$ cat src/rtl/operand_dispenser_if.sv
// Handshake bundle between a producer that loads operand bundles and
// the dispenser that hands them out one per get.
interface operand_dispenser_if #(
    parameter int WIDTH = 8
);
    logic             load;
    logic [WIDTH-1:0] in0;
    logic [WIDTH-1:0] in1;
    logic [WIDTH-1:0] in2;
    logic             in0_valid;
    logic             in1_valid;
    logic             in2_valid;
    logic             get;
    logic [WIDTH-1:0] value;
    logic             value_valid;
    logic [1:0]       remaining;
    logic             busy;
    logic             done;
    logic             err;

    // Producer / consumer side: drives load, slots and get.
    modport master (
        output load, in0, in1, in2, in0_valid, in1_valid, in2_valid, get,
        input  value, value_valid, remaining, busy, done, err
    );

    // Dispenser side.
    modport slave (
        input  load, in0, in1, in2, in0_valid, in1_valid, in2_valid, get,
        output value, value_valid, remaining, busy, done, err
    );
endinterface

$ cat src/rtl/operand_dispenser.sv
// Operand dispenser: captures up to three operands in one load and hands
// them out one per get, lowest valid slot first. Empty slots are skipped.
module operand_dispenser #(
    parameter int WIDTH = 8
) (
    input  logic                   clk,
    input  logic                   rst_n,
    operand_dispenser_if.slave     bus
);

    typedef enum logic {IDLE, SERVE} state_t;

    state_t           state_q;
    logic [WIDTH-1:0] slot_q [3];
    logic [2:0]       vld_q;
    logic [WIDTH-1:0] value_q;
    logic             value_valid_q;
    logic [1:0]       remaining_q;
    logic             busy_q;
    logic             done_q;
    logic             err_q;

    logic [WIDTH-1:0] pop_data;
    logic [2:0]       pop_clr;
    logic [1:0]       load_cnt;

    // Lowest-index held slot and the flag mask that removes it.
    always_comb begin
        pop_data = '0;
        pop_clr  = 3'b000;
        if (vld_q[0]) begin
            pop_data = slot_q[0];
            pop_clr  = 3'b001;
        end else if (vld_q[1]) begin
            pop_data = slot_q[1];
            pop_clr  = 3'b010;
        end else if (vld_q[2]) begin
            pop_data = slot_q[2];
            pop_clr  = 3'b100;
        end
    end

    // Number of operands in the bundle being offered on the load port.
    always_comb begin
        load_cnt = {1'b0, bus.in0_valid} + {1'b0, bus.in1_valid} + {1'b0, bus.in2_valid};
    end

    // Control FSM; every output is a register updated here.
    always_ff @(posedge clk or negedge rst_n) begin
        if (!rst_n) begin
            state_q       <= IDLE;
            slot_q[0]     <= '0;
            slot_q[1]     <= '0;
            slot_q[2]     <= '0;
            vld_q         <= 3'b000;
            value_q       <= '0;
            value_valid_q <= 1'b0;
            remaining_q   <= 2'd0;
            busy_q        <= 1'b0;
            done_q        <= 1'b0;
            err_q         <= 1'b0;
        end else begin
            // Pulses default low; value holds its last dispensed operand.
            value_valid_q <= 1'b0;
            done_q        <= 1'b0;
            err_q         <= 1'b0;
            case (state_q)
                IDLE: begin
                    // A get here has nothing to pop, even alongside a load.
                    err_q <= bus.get;
                    if (bus.load) begin
                        slot_q[0]   <= bus.in0;
                        slot_q[1]   <= bus.in1;
                        slot_q[2]   <= bus.in2;
                        vld_q       <= {bus.in2_valid, bus.in1_valid, bus.in0_valid};
                        remaining_q <= load_cnt;
                        if (load_cnt != 2'd0) begin
                            state_q <= SERVE;
                            busy_q  <= 1'b1;
                        end else begin
                            done_q  <= 1'b1;
                        end
                    end
                end
                SERVE: begin
                    // Loads are refused while a bundle is still held.
                    err_q <= bus.load;
                    if (bus.get && remaining_q != 2'd0) begin
                        value_q       <= pop_data;
                        value_valid_q <= 1'b1;
                        vld_q         <= vld_q & ~pop_clr;
                        remaining_q   <= remaining_q - 2'd1;
                        if (remaining_q == 2'd1) begin
                            done_q  <= 1'b1;
                            busy_q  <= 1'b0;
                            state_q <= IDLE;
                        end
                    end
                end
                default: state_q <= IDLE;
            endcase
        end
    end

    assign bus.value       = value_q;
    assign bus.value_valid = value_valid_q;
    assign bus.remaining   = remaining_q;
    assign bus.busy        = busy_q;
    assign bus.done        = done_q;
    assign bus.err         = err_q;

endmodule

$ cat src/flat_wrapper.sv
// flat-port wrapper written by rule: the top's interface ports become plain ports
module operand_dispenser_flat 
#(
    parameter int WIDTH = 8
)
  (clk, rst_n, bus_load, bus_in0, bus_in1, bus_in2, bus_in0_valid, bus_in1_valid, bus_in2_valid, bus_get, bus_value, bus_value_valid, bus_remaining, bus_busy, bus_done, bus_err);
  operand_dispenser_if #(.WIDTH(WIDTH)) bus_i ();
  input  logic clk;
  input  logic rst_n;
  input wire logic [$bits(bus_i.load)-1:0] bus_load;
  input wire logic [$bits(bus_i.in0)-1:0] bus_in0;
  input wire logic [$bits(bus_i.in1)-1:0] bus_in1;
  input wire logic [$bits(bus_i.in2)-1:0] bus_in2;
  input wire logic [$bits(bus_i.in0_valid)-1:0] bus_in0_valid;
  input wire logic [$bits(bus_i.in1_valid)-1:0] bus_in1_valid;
  input wire logic [$bits(bus_i.in2_valid)-1:0] bus_in2_valid;
  input wire logic [$bits(bus_i.get)-1:0] bus_get;
  output wire logic [$bits(bus_i.value)-1:0] bus_value;
  output wire logic [$bits(bus_i.value_valid)-1:0] bus_value_valid;
  output wire logic [$bits(bus_i.remaining)-1:0] bus_remaining;
  output wire logic [$bits(bus_i.busy)-1:0] bus_busy;
  output wire logic [$bits(bus_i.done)-1:0] bus_done;
  output wire logic [$bits(bus_i.err)-1:0] bus_err;
  assign bus_i.load = bus_load;
  assign bus_i.in0 = bus_in0;
  assign bus_i.in1 = bus_in1;
  assign bus_i.in2 = bus_in2;
  assign bus_i.in0_valid = bus_in0_valid;
  assign bus_i.in1_valid = bus_in1_valid;
  assign bus_i.in2_valid = bus_in2_valid;
  assign bus_i.get = bus_get;
  assign bus_value = bus_i.value;
  assign bus_value_valid = bus_i.value_valid;
  assign bus_remaining = bus_i.remaining;
  assign bus_busy = bus_i.busy;
  assign bus_done = bus_i.done;
  assign bus_err = bus_i.err;
  operand_dispenser #(.WIDTH(WIDTH)) u_core (.clk(clk), .rst_n(rst_n), .bus(bus_i));
endmodule
$ cat config.mk
export PLATFORM = sky130hd
export DESIGN_NAME = operand_dispenser_flat
export DESIGN_NICKNAME = d
export VERILOG_FILES = /design/src/rtl/operand_dispenser_if.sv /design/src/rtl/operand_dispenser.sv /design/src/flat_wrapper.sv
export SDC_FILE = /design/constraint.sdc
export NUM_CORES = 1
export LEC_CHECK = 0
export ABC_AREA = 1
export CAP_MARGIN = 10
export CORE_MARGIN = 10
export CORE_UTILIZATION = 49
export DETAILED_ROUTE_END_ITERATION = 10
export GPL_TIMING_DRIVEN = 1
export HOLD_SLACK_MARGIN = 0.12
export MAX_ROUTING_LAYER = met4
export PLACE_DENSITY = 0.78
export SKIP_LAST_GASP = 1
export SYNTH_ARGS = -nofsm -noshare
export SYNTH_HDL_FRONTEND = slang
export SYNTH_SLANG_ARGS = --single-unit
$ cat constraint.sdc
create_clock -name clk -period 1.5 [get_ports clk]
set_input_delay 0.3 -clock clk [delete_from_list [all_inputs] [get_ports clk]]
set_output_delay 0.3 -clock clk [all_outputs]
set_load 0.02 [all_outputs]
==> flow_summary.json <==
{
  "avgSynthCellArea_um2": 8.87,
  "p_switching_uw": 1740,
  "synth.mux.area_fraction": 0,
  "maxCapViolations": 0,
  "power.internal_uw": 2670,
  "end_kind": "flop",
  "hold_class": "primary input to flop",
  "slowest_delay_ns": 0.39,
  "core_area_um2": 3770,
  "fmax_mhz": 721,
  "grt_use_total": 0.130,
  "die_y_um": 83.4,
  "vias_per_cell": 4.92,
  "syn_nets": 256,
  "fp-row-count": 22,
  "drt-initial-drc-count": 89,
  "fin_cells": 322,
  "synth_cell_types": 21,
  "wl_mm": 4.24,
  "cts_buffer_depth": 2,
  "cts_tree": "yes",
  "ys_warn_count": 0,
  "synth-seq-cells": 42,
  "critPathSlowestCell": "dfrtp_1",
  "postRouteAntennaNets": 0,
  "worstSetupPathType": "flop to flop",
  "drt_first_pass_iters": 4,
  "p_seq_frac": 0.441,
  "multi_input_area_um2": 790,
  "cts_setup_buffers": 0,
  "grt_max_degree": 29,
  "die_w_um": 83.4,
  "synth_top_cell_by_area": "dfrtp_1",
  "synth_compound_area_frac": 0.0299,
  "die_area_um2": 6950,
  "clock_latency_ns": 0.30,
  "path_cells": "inv_1 -> ha_1 -> inv_1 -> nand3_4 -> nor2_4 -> o21ai_0",
  "synth_top_family_by_area": "simple AND/OR/NAND/NOR gates",
  "io-pin-count": 45,
  "placed_area_um2": 2450,
  "p_sw_frac": 0.395,
  "stdcell_area_um2": 2540,
  "slew_violations": 0,
  "netlist_area_um2": 1970,
  "hold_viol": 0,
  "grt_pass1_vias": 1658,
  "rsz0062_at_grt": "no",
  "vdd_drop_max_uv": 767,
  "p_per_area_nw_per_um2": 1740,
  "io_buffers": 44,
  "synth-simple-area-share": 0.348,
  "antenna_found_initial": 0,
  "cts-root-buf": "clkbuf_8",
  "cp_max_fo": 9,
  "pwr-share-clk": 0.168,
  "drc_errors": 0,
  "pwr-share-comb": 0.390,
  "r2r_cells": 6,
  "synthToLayoutAreaGrowth_pct": 29.1,
  "leakagePower_uw": 0.00132,
  "path_clk_slew_ns": 0.07,
  "wl_per_cell_um": 13.2,
  "diodes": 0,
  "seqCellArea_um2": 1050,
  "vias": 1584,
  "holdPathStages": 3,
  "nNetsFinal": 307,
  "ys_top_cells_by_area": "dfrtp_1 53%, nand2_1 20%, nand2_2 6.4%, nand3_1 4.3%, buf_6 2.3%",
  "cp_common_cell": "inv_1",
  "layout_common_cells": "107 x nand2_1, 42 x dfrtp_1, 26 x clkdlybuf4s50_1",
  "initial_core_util": 0.522,
  "cp.arrival_ns": 1.56,
  "dp_cells": 313,
  "status": "finished clean",
  "place_congestion": 0.761,
  "required_ns": 1.67,
  "netlist_instances": 222,
  "cts_sinks": 42,
  "grt_overflow": 0,
  "cts_buffers": 5,
  "synth_top_area_frac": 0.534,
  "fin_skew_ns": 0.00284,
  "post-route-period-util": 0.924,
  "tightest_slew_ns": 0.435,
  "num-fill-cells": 326,
  "dp_hpwl_mm": 3.24,
  "max_slew_margin": 0.710,
  "htree_levels": 2,
  "min_period_ns": 1.39,
  "setup_viol": 0,
  "synthAdderAreaFrac": 0.0229,
  "drive_gt1_frac": 0.164,
  "start_kind": "flop",
  "final_common_cell": "nand2_1",
  "grt_pass1_wl_mm": 7.38,
  "synth_xor_area_frac": 0,
  "ys_seq_area_frac": 0.534
}
## through the flow
stage | hold slack [ns] | power (uW) | worst slack (ns) | TNS (ns) | utilization
2_1_floorplan | 0.00441 | 3160 | 0.139 | 0 | -
3_3_place_gp | 0.269 | 3730 | -0.282 | -0.997 | 0.649
3_5_place_dp | 0.267 | 3790 | -0.298 | -1.23 | 0.649
4_1_cts | 0.474 | 4460 | 0.0208 | 0 | 0.671
5_1_grt | 0.320 | 4780 | 0.00310 | 0 | 0.674
6_report | 0.296 | 4410 | 0.114 | 0 | 0.674
## worst max-delay path: cells and delay by family (launching register included)
kind,cells,cell delay [ns]
AO/OA/AOI/OAI,1,0.12
adder cells (fa/ha/maj),1,0.20
buffers and inverters,2,0.19
flip-flops,1,0.39
AND/OR/NAND/NOR,2,0.36
## state kept, by name, indices dropped and copies added (netlist names)
| register | flops |
|---|---|
| u_core.bus.busy | 1 |
| u_core.bus.done | 1 |
| u_core.bus.err | 1 |
| u_core.bus.remaining | 2 |
| u_core.bus.value | 8 |
| u_core.bus.value_valid | 1 |
| u_core.slot_q | 24 |
| u_core.state_q | 1 |
| u_core.vld_q | 3 |
## worst paths after layout
kind                                          from  slack, ns           endpoint
max in group asynchronous                    rst_n       0.56   u_core.slot_q[6]
min reg2reg                      u_core.slot_q[23]       0.47  u_core.slot_q[23]
min in group asynchronous                    rst_n       0.47  u_core.slot_q[12]
max reg2reg                u_core.bus.remaining[0]       0.11    u_core.vld_q[2]
max                        u_core.bus.remaining[0]       0.11    u_core.vld_q[2]
min                                  bus_in0_valid       0.30    u_core.vld_q[0]
## cell type report
cell class,instances,share of cell area
Timing Repair Buffer,52,0.202
Inverter,8,0.0143
Tap cell,48,0.0236
Clock inverter,1,0.00197
Sequential cell,42,0.414
Multi-Input combinational cell,164,0.311
Clock buffer,7,0.0340
## per-layer routing
metal,part of all wire,global-route usage,vias up
met5,0,-,-
met4,0.014,0.0462,0
met3,0.058,0.0449,6
met2,0.49,0.216,42
met1,0.44,0.140,746
li1,-,-,790
## synthesized netlist by cell type
cell type / n
buf_12: 2
buf_2: 2
buf_6: 4
clkinv_1: 1
dfrtp_1: 42
fa_1: 1
ha_1: 2
inv_1: 5
inv_2: 1
inv_4: 1
nand2_1: 107
nand2_2: 20
nand2_8: 1
nand3_1: 17
nand3_4: 1
nor2_1: 2
nor2_4: 2
o21ai_0: 7
o21ai_2: 2
o22ai_1: 1
or2_2: 1
## power groups by stage
stage	sequential, uW	clock (uW)	combinational (uW)
6_report	1950	743	1720
5_1_grt	2010	804	1960
4_1_cts	1940	770	1750
3_5_place_dp	1970	0	1830
3_3_place_gp	1960	0	1770
2_1_floorplan	2010	0	1140
## logic make-up (layout without fill, tap and decap cells)
kind of cell    Yosys count  count (layout)
fa+ha+maj                 3               3
buf+inv                  16              68
compound gates           10              10
flops                    42              42
simple gates            151             151
## repair_timing
| item | 4_1_cts | 5_1_grt |
|---|---|---|
| setup endpoints to repair | 14 | 10 |
| pin swaps | 0 | 0 |
| endpoints found under the hold margin | 18 | 0 |
| gates resized for setup | 14 | 4 |
| hold buffers | 1 | 0 |
Power figures use the tool's default switching activity.
